[src/rtl/pc_sequencer_pkg.sv]
// Shared definitions for the program-counter sequencer: branch mode encodings
// and default widths used by pc_sequencer and its return-address stack.
package pc_sequencer_pkg;

  localparam int PC_W_DEF      = 12;
  localparam int LABEL_W_DEF   = 26;
  localparam int RAS_DEPTH_DEF = 4;
  localparam int RESET_PC_DEF  = 0;

  typedef enum logic [1:0] {
    BR_ABS  = 2'b00,
    BR_REL  = 2'b01,
    BR_CALL = 2'b10,
    BR_RET  = 2'b11
  } br_mode_e;

  // Entry count needs one extra bit so a full stack is distinguishable from empty.
  function automatic int ras_depth_w(input int depth);
    return $clog2(depth) + 1;
  endfunction

endpackage

[src/rtl/pc_ras.sv]
// Return-address stack: pointer-based LIFO without wrap. Only the entry count
// is reset; storage is left uninitialised and is only read below the count.
module pc_ras
  import pc_sequencer_pkg::*;
#(
  parameter int DATA_W = PC_W_DEF,
  parameter int DEPTH  = RAS_DEPTH_DEF,
  localparam int AW    = $clog2(DEPTH),
  localparam int DW    = ras_depth_w(DEPTH)
) (
  input  logic              i_clk,
  input  logic              i_rst_n,
  input  logic              i_push,
  input  logic              i_pop,
  input  logic [DATA_W-1:0] i_data,
  output logic [DATA_W-1:0] o_top,
  output logic [DW-1:0]     o_depth,
  output logic              o_full,
  output logic              o_empty
);

  logic [DATA_W-1:0] r_mem [DEPTH];
  logic [DW-1:0]     r_depth;
  logic [AW-1:0]     w_top_idx;
  logic              w_do_push;
  logic              w_do_pop;

  assign o_full    = (r_depth == DW'(DEPTH));
  assign o_empty   = (r_depth == '0);
  assign o_depth   = r_depth;
  assign w_do_push = i_push && !o_full;
  assign w_do_pop  = i_pop && !o_empty;

  // Low bits of a full count are zero, so subtracting one still lands on DEPTH-1.
  assign w_top_idx = r_depth[AW-1:0] - AW'(1);
  assign o_top     = r_mem[w_top_idx];

  always_ff @(posedge i_clk or negedge i_rst_n) begin
    if (!i_rst_n) begin
      r_depth <= '0;
    end else if (w_do_push) begin
      r_depth <= r_depth + DW'(1);
    end else if (w_do_pop) begin
      r_depth <= r_depth - DW'(1);
    end
  end

  always_ff @(posedge i_clk) begin
    if (w_do_push) begin
      r_mem[r_depth[AW-1:0]] <= i_data;
    end
  end

endmodule

[src/rtl/pc_sequencer.sv]
// Program-counter sequencer: increment, absolute/relative jumps, call/return
// through pc_ras, with stall priority and registered overflow/underflow pulses.
module pc_sequencer
  import pc_sequencer_pkg::*;
#(
  parameter int          PC_W      = PC_W_DEF,
  parameter int          LABEL_W   = LABEL_W_DEF,
  parameter int          RAS_DEPTH = RAS_DEPTH_DEF,
  parameter int unsigned RESET_PC  = RESET_PC_DEF
) (
  input  logic                       clk,
  input  logic                       rst,
  input  logic                       stall,
  input  logic                       isBranch,
  input  logic [1:0]                 br_mode,
  input  logic [LABEL_W-1:0]         label,
  output logic [PC_W-1:0]            pc,
  output logic                       ras_empty,
  output logic                       ras_full,
  output logic [$clog2(RAS_DEPTH):0] ras_depth,
  output logic                       ras_ovf,
  output logic                       ras_unf
);

  logic [PC_W-1:0] r_pc;
  logic            r_ovf;
  logic            r_unf;

  logic [PC_W-1:0] w_pc_inc;
  logic [PC_W-1:0] w_target;
  logic [PC_W-1:0] w_pc_next;
  logic [PC_W-1:0] w_top;
  logic            w_push;
  logic            w_pop;
  logic            w_full;
  logic            w_empty;
  logic            w_ovf_next;
  logic            w_unf_next;

  assign w_pc_inc = r_pc + PC_W'(1);
  assign w_target = label[PC_W-1:0];

  // Upper label bits carry no meaning for a PC_W-wide target.
  generate
    if (LABEL_W > PC_W) begin : g_label_hi
      logic w_unused_label_hi;
      assign w_unused_label_hi = ^label[LABEL_W-1:PC_W];
    end
  endgenerate

  pc_ras #(
    .DATA_W (PC_W),
    .DEPTH  (RAS_DEPTH)
  ) u_ras (
    .i_clk   (clk),
    .i_rst_n (rst),
    .i_push  (w_push),
    .i_pop   (w_pop),
    .i_data  (w_pc_inc),
    .o_top   (w_top),
    .o_depth (ras_depth),
    .o_full  (w_full),
    .o_empty (w_empty)
  );

  always_comb begin
    w_pc_next  = w_pc_inc;
    w_push     = 1'b0;
    w_pop      = 1'b0;
    w_ovf_next = 1'b0;
    w_unf_next = 1'b0;
    if (stall) begin
      w_pc_next = r_pc;
    end else if (isBranch) begin
      case (br_mode_e'(br_mode))
        BR_ABS: w_pc_next = w_target;
        // Two's-complement add of the low label bits is the signed offset mod 2^PC_W.
        BR_REL: w_pc_next = r_pc + w_target;
        BR_CALL: begin
          w_pc_next  = w_target;
          w_push     = !w_full;
          w_ovf_next = w_full;
        end
        BR_RET: begin
          if (w_empty) begin
            w_unf_next = 1'b1;
          end else begin
            w_pop     = 1'b1;
            w_pc_next = w_top;
          end
        end
        default: w_pc_next = w_pc_inc;
      endcase
    end
  end

  always_ff @(posedge clk or negedge rst) begin
    if (!rst) begin
      r_pc  <= PC_W'(RESET_PC);
      r_ovf <= 1'b0;
      r_unf <= 1'b0;
    end else begin
      r_pc  <= w_pc_next;
      r_ovf <= w_ovf_next;
      r_unf <= w_unf_next;
    end
  end

  assign pc        = r_pc;
  assign ras_full  = w_full;
  assign ras_empty = w_empty;
  assign ras_ovf   = r_ovf;
  assign ras_unf   = r_unf;

endmodule
[config.mk]
export PLATFORM = sky130hd
export DESIGN_NAME = pc_sequencer
export DESIGN_NICKNAME = d
export VERILOG_FILES = /design/src/rtl/pc_sequencer_pkg.sv /design/src/rtl/pc_ras.sv /design/src/rtl/pc_sequencer.sv
export SDC_FILE = /design/constraint.sdc
export NUM_CORES = 1
export LEC_CHECK = 0
export CAP_MARGIN = 20
export CORE_UTILIZATION = 54
export DETAILED_ROUTE_END_ITERATION = 10
export HOLD_SLACK_MARGIN = 0.1
export PLACE_DENSITY = 0.79
export SYNTH_ARGS = -nofsm -noshare
export SYNTH_HDL_FRONTEND = slang
export SYNTH_SLANG_ARGS = --single-unit
[constraint.sdc]
create_clock -name clk -period 7.3 [get_ports clk]
set_clock_uncertainty 0.15 [all_clocks]
set_input_delay 0.73 -clock clk [delete_from_list [all_inputs] [get_ports clk]]
set_output_delay 0.73 -clock clk [all_outputs]
set_load 0.05 [all_outputs]
# Yosys cells after proc, flatten, opt, wreduce, memory -nomap -nowiden
# Memory sizes are Yosys's and may differ from the RTL's.
# Index checks and enable logic that the tools add are counted.
[op_classes] order_cmp=0 eq_ne=4 n_addsub=5 bitwise=0 n_div=0 n_shift=0 reduce_logical=8 n_mul=0 muxes=21
[op_table] operator="$pmux W12 S3" n=1
[op_table] operator="$mux W12" n=2
[op_table] operator="$mux W1" n=16
[op_table] operator="$add A12 B1 Y12 const B" n=1
[op_table] operator="$add A12 B12 Y12" n=1
[op_table] operator="$mux W3" n=2
[op_table] operator="$eq A2 B2 Y1 const B" n=2
[op_table] operator="$add A3 B1 Y3 const B" n=1
[op_table] operator="$eq A3 B3 Y1 const B" n=1
[op_table] operator="$logic_not A3 Y1" n=1
[op_table] operator="$sub A3 B1 Y3 const B" n=1
[op_table] operator="$eq A2 B1 Y1 const B" n=1
[op_table] operator="$logic_and A1 B1 Y1" n=2
[op_table] operator="$logic_not A1 Y1" n=2
[op_table] operator="$logic_not A2 Y1" n=1
[op_table] operator="$reduce_bool A2 Y1" n=1
[op_table] operator="$reduce_or A2 Y1" n=1
[op_table] operator="$sub A2 B1 Y2 const B" n=1
[word_totals] register_bits=17 elab_cells=43 memories=1 romBits=0 input_bits=32 latch_bits=0 ramBits=48 out_inout_bits=19
[mem_list] memory="u_ras.r_mem" depth=4 word_bits=12 rd=1 rd_clocked_by_memory_dff=0 wr=1 line_no="pc_ras.sv:22" text="logic [DATA_W-1:0] r_mem [DEPTH];"

# Depth between registers and ports, before layout
[logic_depth] word_depth=8 depth_mapped=11 mapped_depth_nobuf=10

# Cells and area by module
# From an unflattened synthesis, not the netlist that was laid out.
[hier_totals] cells_unflattened=334 hier_area_um2=3812.4
[modules_own_cells] module="pc_ras" seq_area_each_um2=1516.5 instances=1 cells_each=91 area_each_um2=2015.7
[modules_own_cells] module="pc_sequencer" seq_area_each_um2=350.3 instances=1 cells_each=243 area_each_um2=1796.7

# Worst setup path after synthesis
# OpenSTA, ideal clock, no wires.
[synth_path] path_kind="reg2reg" from="register u_ras.r_depth[0], in the netlist u_ras.o_depth[0]" to="register u_ras.r_depth[2], in the netlist u_ras.o_depth[2]" path_stages_with_launch=12 path_slack_ns=4.324 arrival_ns=2.683 required_time_ns=7.008 path_buffers=1 synth_period_minus_slack_ns=2.976 path_cell_list="dfrtp_1 buf_6 inv_1 ha_1 nand2_1 inv_1 nor2_1 inv_1 fa_1 nor3_1 a21oi_1 xnor2_1"
[synth_via] elab_chain_len=7
[synth_rtl] item="from (decl)" line_no="pc_ras.sv:23" text="logic [DW-1:0] r_depth;"
[synth_rtl] item="from (signal assigned)" line_no="pc_ras.sv:42" text="r_depth <= r_depth + DW'(1);"
[synth_rtl] item="from (signal assigned)" line_no="pc_ras.sv:44" text="r_depth <= r_depth - DW'(1);"
[synth_rtl] item="$eq A3 B3 Y1 (*)" line_no="pc_ras.sv:28" text="assign o_full = (r_depth == DW'(DEPTH));"
[synth_rtl] item="net ras_full" line_no="pc_sequencer.sv:19" text="output logic ras_full,"
[synth_rtl] item="$logic_not A1 Y1 (*)" line_no="pc_ras.sv:31, pc_sequencer.sv:81"
[synth_rtl] item="$mux W1" line_no="pc_sequencer.sv:75" text="case (br_mode_e'(br_mode))"
[synth_rtl] item="$mux W1" line_no="pc_sequencer.sv:74" text="end else if (isBranch) begin"
[synth_rtl] item="$mux W1" line_no="pc_sequencer.sv:72" text="if (stall) begin"
[synth_rtl] item="$logic_and A1 B1 Y1 (*)" line_no="pc_ras.sv:31" text="assign w_do_push = i_push && !o_full;"
[synth_rtl] item="$mux W3 / $reduce_bool A2 Y1 (equally long branches)"
# The timed path passes the listed nets; every way through them passes the cells marked *. The select of a mux whose other input is x is not followed.
# A chain may end at the register's enable or synchronous reset.

# Worst setup path in the final report
[layout_path] from="register u_ras.r_depth[0], in the netlist u_ras.o_depth[0]" to="output port ras_empty"
[layout_via] elab_chain_len=1
[layout_rtl] item="$logic_not A3 Y1" line_no="pc_ras.sv:29" text="assign o_empty = (r_depth == '0);"
[layout_rtl] item="to (decl)" line_no="pc_sequencer.sv:18" text="output logic ras_empty,"
# No other way between the ends.

==> flow_summary.yaml <==
status:
  status: "finished, violations left"
  violations: "DRC"
clock_network:
  cts_resized: 0
  cts-root-buf: "clkbuf_8"
  clk_pin_slew_worst_paths_ns: 0.07
  post_cts_buffers: 0
  cts_tree: "done"
  cts_hold_buf: 0
  h-tree-depth: 3
  clockBufferDepth: 2
  clk_latency_ns: 0.34
  cts_inserted_buffers: 9
  clock_sinks: 65
sta:
  rsz0062_at_grt: "no"
  setup_viol_count_final: 0
  hold_viol_final: 0
  setup_tns_ns: 0
  fmax_ghz: 0.2695
  maxSlewHeadroom_pct: 45.32
  min_period_ns: 3.711
  timing.final.crit_share_pct: 50.84
  max_slew.worst_pin.slew_ns: 0.8176
  slew_viol_final: 0
layout:
  n_antenna_cell: 0
  final_common_cell: "edfxtp_1"
  fin_util_pct: 65.98
  syn_to_final_growth_pct: 15.63
  fin_nets: 401
  nFillCells: 487
  drive_gt1_share_pct: 6.461
  layout_common_cells: "edfxtp_1 (48), clkdlybuf4s50_1 (36), nor2_1 (30)"
yosys:
  synth_edf_count: 48
  ys_ff_latch: 65
  synth.avg_cell_area_um2: 11.69
  synth_area_mm2: 0.003706
  postSynthCellCount: 317
  yosysWarnings: 0
  synth_nets: 367
  yosysSeqAreaShare_pct: 50.37
  synth_flop_cell: "edfxtp_1"
  ys_types: 56
  synthArstFlopShare_pct: 26.15
die:
  die_x_um: 84.85
  dieArea_mm2: 0.007199
  die_height_um: 84.85
  rows: 29
  start_util_pct: 57.06
  core_area_mm2: 0.006495
  io_pins: 51
route:
  detail_route.wl_per_cell_um: 19.19
  drt_wl_total_mm: 8.309
  drc: 3
  drtIter0Drc: 259
  drt_pass1_iterations: 8
  viasPerCell: 6.268
  num_vias: 2714
  antenna_left: 0
pwr:
  peakVddDrop_uv: 154.8
  p_leak_nw: 1.561
  pwr_density_cell_mw_per_mm2: 365.4
critical_path:
  cp.arrival_ns: 2.83
  crit_path_end_kind: "output port"
  required_ns: 6.42
  cp_max_fo: 17
  crit_path_start_kind: "flip-flop"
  critPathKind: "flip-flop to output port"
global_routing:
  grt_pass1_vias: 2625
  antenna_found_initial: 0
  track_usage_pct: 24.11
  grt-ovfl-total: 0
  grt_pass1_wl_mm: 12.96
  grt_max_degree: 21
place:
  globalplace.congestion: 0.8744
  port_buffers: 36
  dp_hpwl_mm: 5.864
hold_path:
  hold_class: "flip-flop to flip-flop"
flow_run:
  cap_violations: 0
## stage by stage
stage / hold slack, ns / setup WS [ns] / std cells / area (µm²) / total power, mW
4_1_cts: 0.3886 / 3.577 / 432 / 4274 / 1.567
6_report: 0.3893 / 3.589 / 433 / 4285 / 1.566
2_1_floorplan: 0.2844 / 4.324 / 317 / 3706 / 1.068
5_1_grt: 0.4057 / 3.449 / 433 / 4285 / 1.645
3_5_place_dp: 0.3650 / 3.823 / 416 / 4089 / 1.272
3_3_place_gp: 0.3685 / 3.896 / 416 / 4089 / 1.253
## critical path, cell delays in order (launching register included)
cell	delay [ns]
dfrtp_1	0.87
inv_1	0.22
ha_1	0.30
nand2b_1	0.31
inv_1	0.08
clkdlybuf4s50_1	0.71
## where the power goes
part | switching [mW] | internal (mW) | total, mW
clock | 0.137 | 0.153 | 0.290
combinational | 0.437 | 0.291 | 0.728
sequential | 0.0787 | 0.469 | 0.547
## cell type report
| cell class | instances | area, µm² | share of cell area, % |
|---|---|---|---|
| Clock buffer | 9 | 123.9 | 2.891 |
| Clock inverter | 7 | 61.31 | 1.431 |
| Inverter | 19 | 71.32 | 1.664 |
| Multi-Input combinational cell | 219 | 1694 | 39.53 |
| Sequential cell | 65 | 1867 | 43.56 |
| Tap cell | 77 | 96.34 | 2.248 |
| Timing Repair Buffer | 37 | 371.6 | 8.672 |
## Yosys cell counts, drive strengths merged, types with 6 or more instances
| master | count | area, µm² |
|---|---|---|
| nor2 | 30 | 112.6 |
| buf | 6 | 42.54 |
| nand4 | 6 | 37.54 |
| nor2b | 7 | 43.79 |
| a21oi | 22 | 113.9 |
| xnor2 | 14 | 122.6 |
| clkbuf | 8 | 31.28 |
| nand3 | 10 | 50.05 |
| inv | 19 | 71.32 |
| edfxtp | 48 | 1441 |
| nand2 | 15 | 56.30 |
| mux4 | 12 | 307.8 |
| o21ai | 22 | 110.1 |
| nor3 | 7 | 40.04 |
| dfrtp | 17 | 425.4 |
| ha | 16 | 200.2 |
## kinds of logic (layout without fill, tap and decap cells)
kind of cell    count (synthesis)  in the layout  synth area share, %
buf+inv                        33             72                3.916
simple gates                   92             92                12.49
flops                          65             65                50.37
fa+ha+maj                      18             18                6.482
compound gates                 82             82                14.89
mux                            12             12                8.305
xor+xnor                       15             15                3.545
## final timing paths
kind | from | endpoint | slack, ns | cells after the start
min in group asynchronous | rst | pc[1]$_DFFE_PN0N_ | 0.71 | 1
hold reg to reg | u_ras.o_depth[2]$_DFFE_PN0P_ | u_ras.o_depth[2]$_DFFE_PN0P_ | 0.39 | 1
max in group asynchronous | rst | ras_ovf$_DFF_PN0_ | 5.79 | 1
setup / recovery | u_ras.o_depth[0]$_DFFE_PN0P_ | ras_empty | 3.59 | 5
setup reg to reg | u_ras.o_depth[0]$_DFFE_PN0P_ | pc[9]$_DFFE_PN0N_ | 4.09 | 6
hold / removal | u_ras.o_depth[2]$_DFFE_PN0P_ | u_ras.o_depth[2]$_DFFE_PN0P_ | 0.39 | 1
## metal layers
metal  wire [µm]  vias up  track usage (%)
met5           0        -                0
met4         144        0            10.94
met3         499       17            4.864
met2        4074      107            39.10
met1        3590     1310            31.74
li1            -     1280                -
## state kept, by name, summed over array words and instances (netlist names)
name,count
pc,12
u_ras.r_mem,48
u_ras.o_depth,3
ras_ovf,1
ras_unf,1
(Power assumes the default switching activity.)
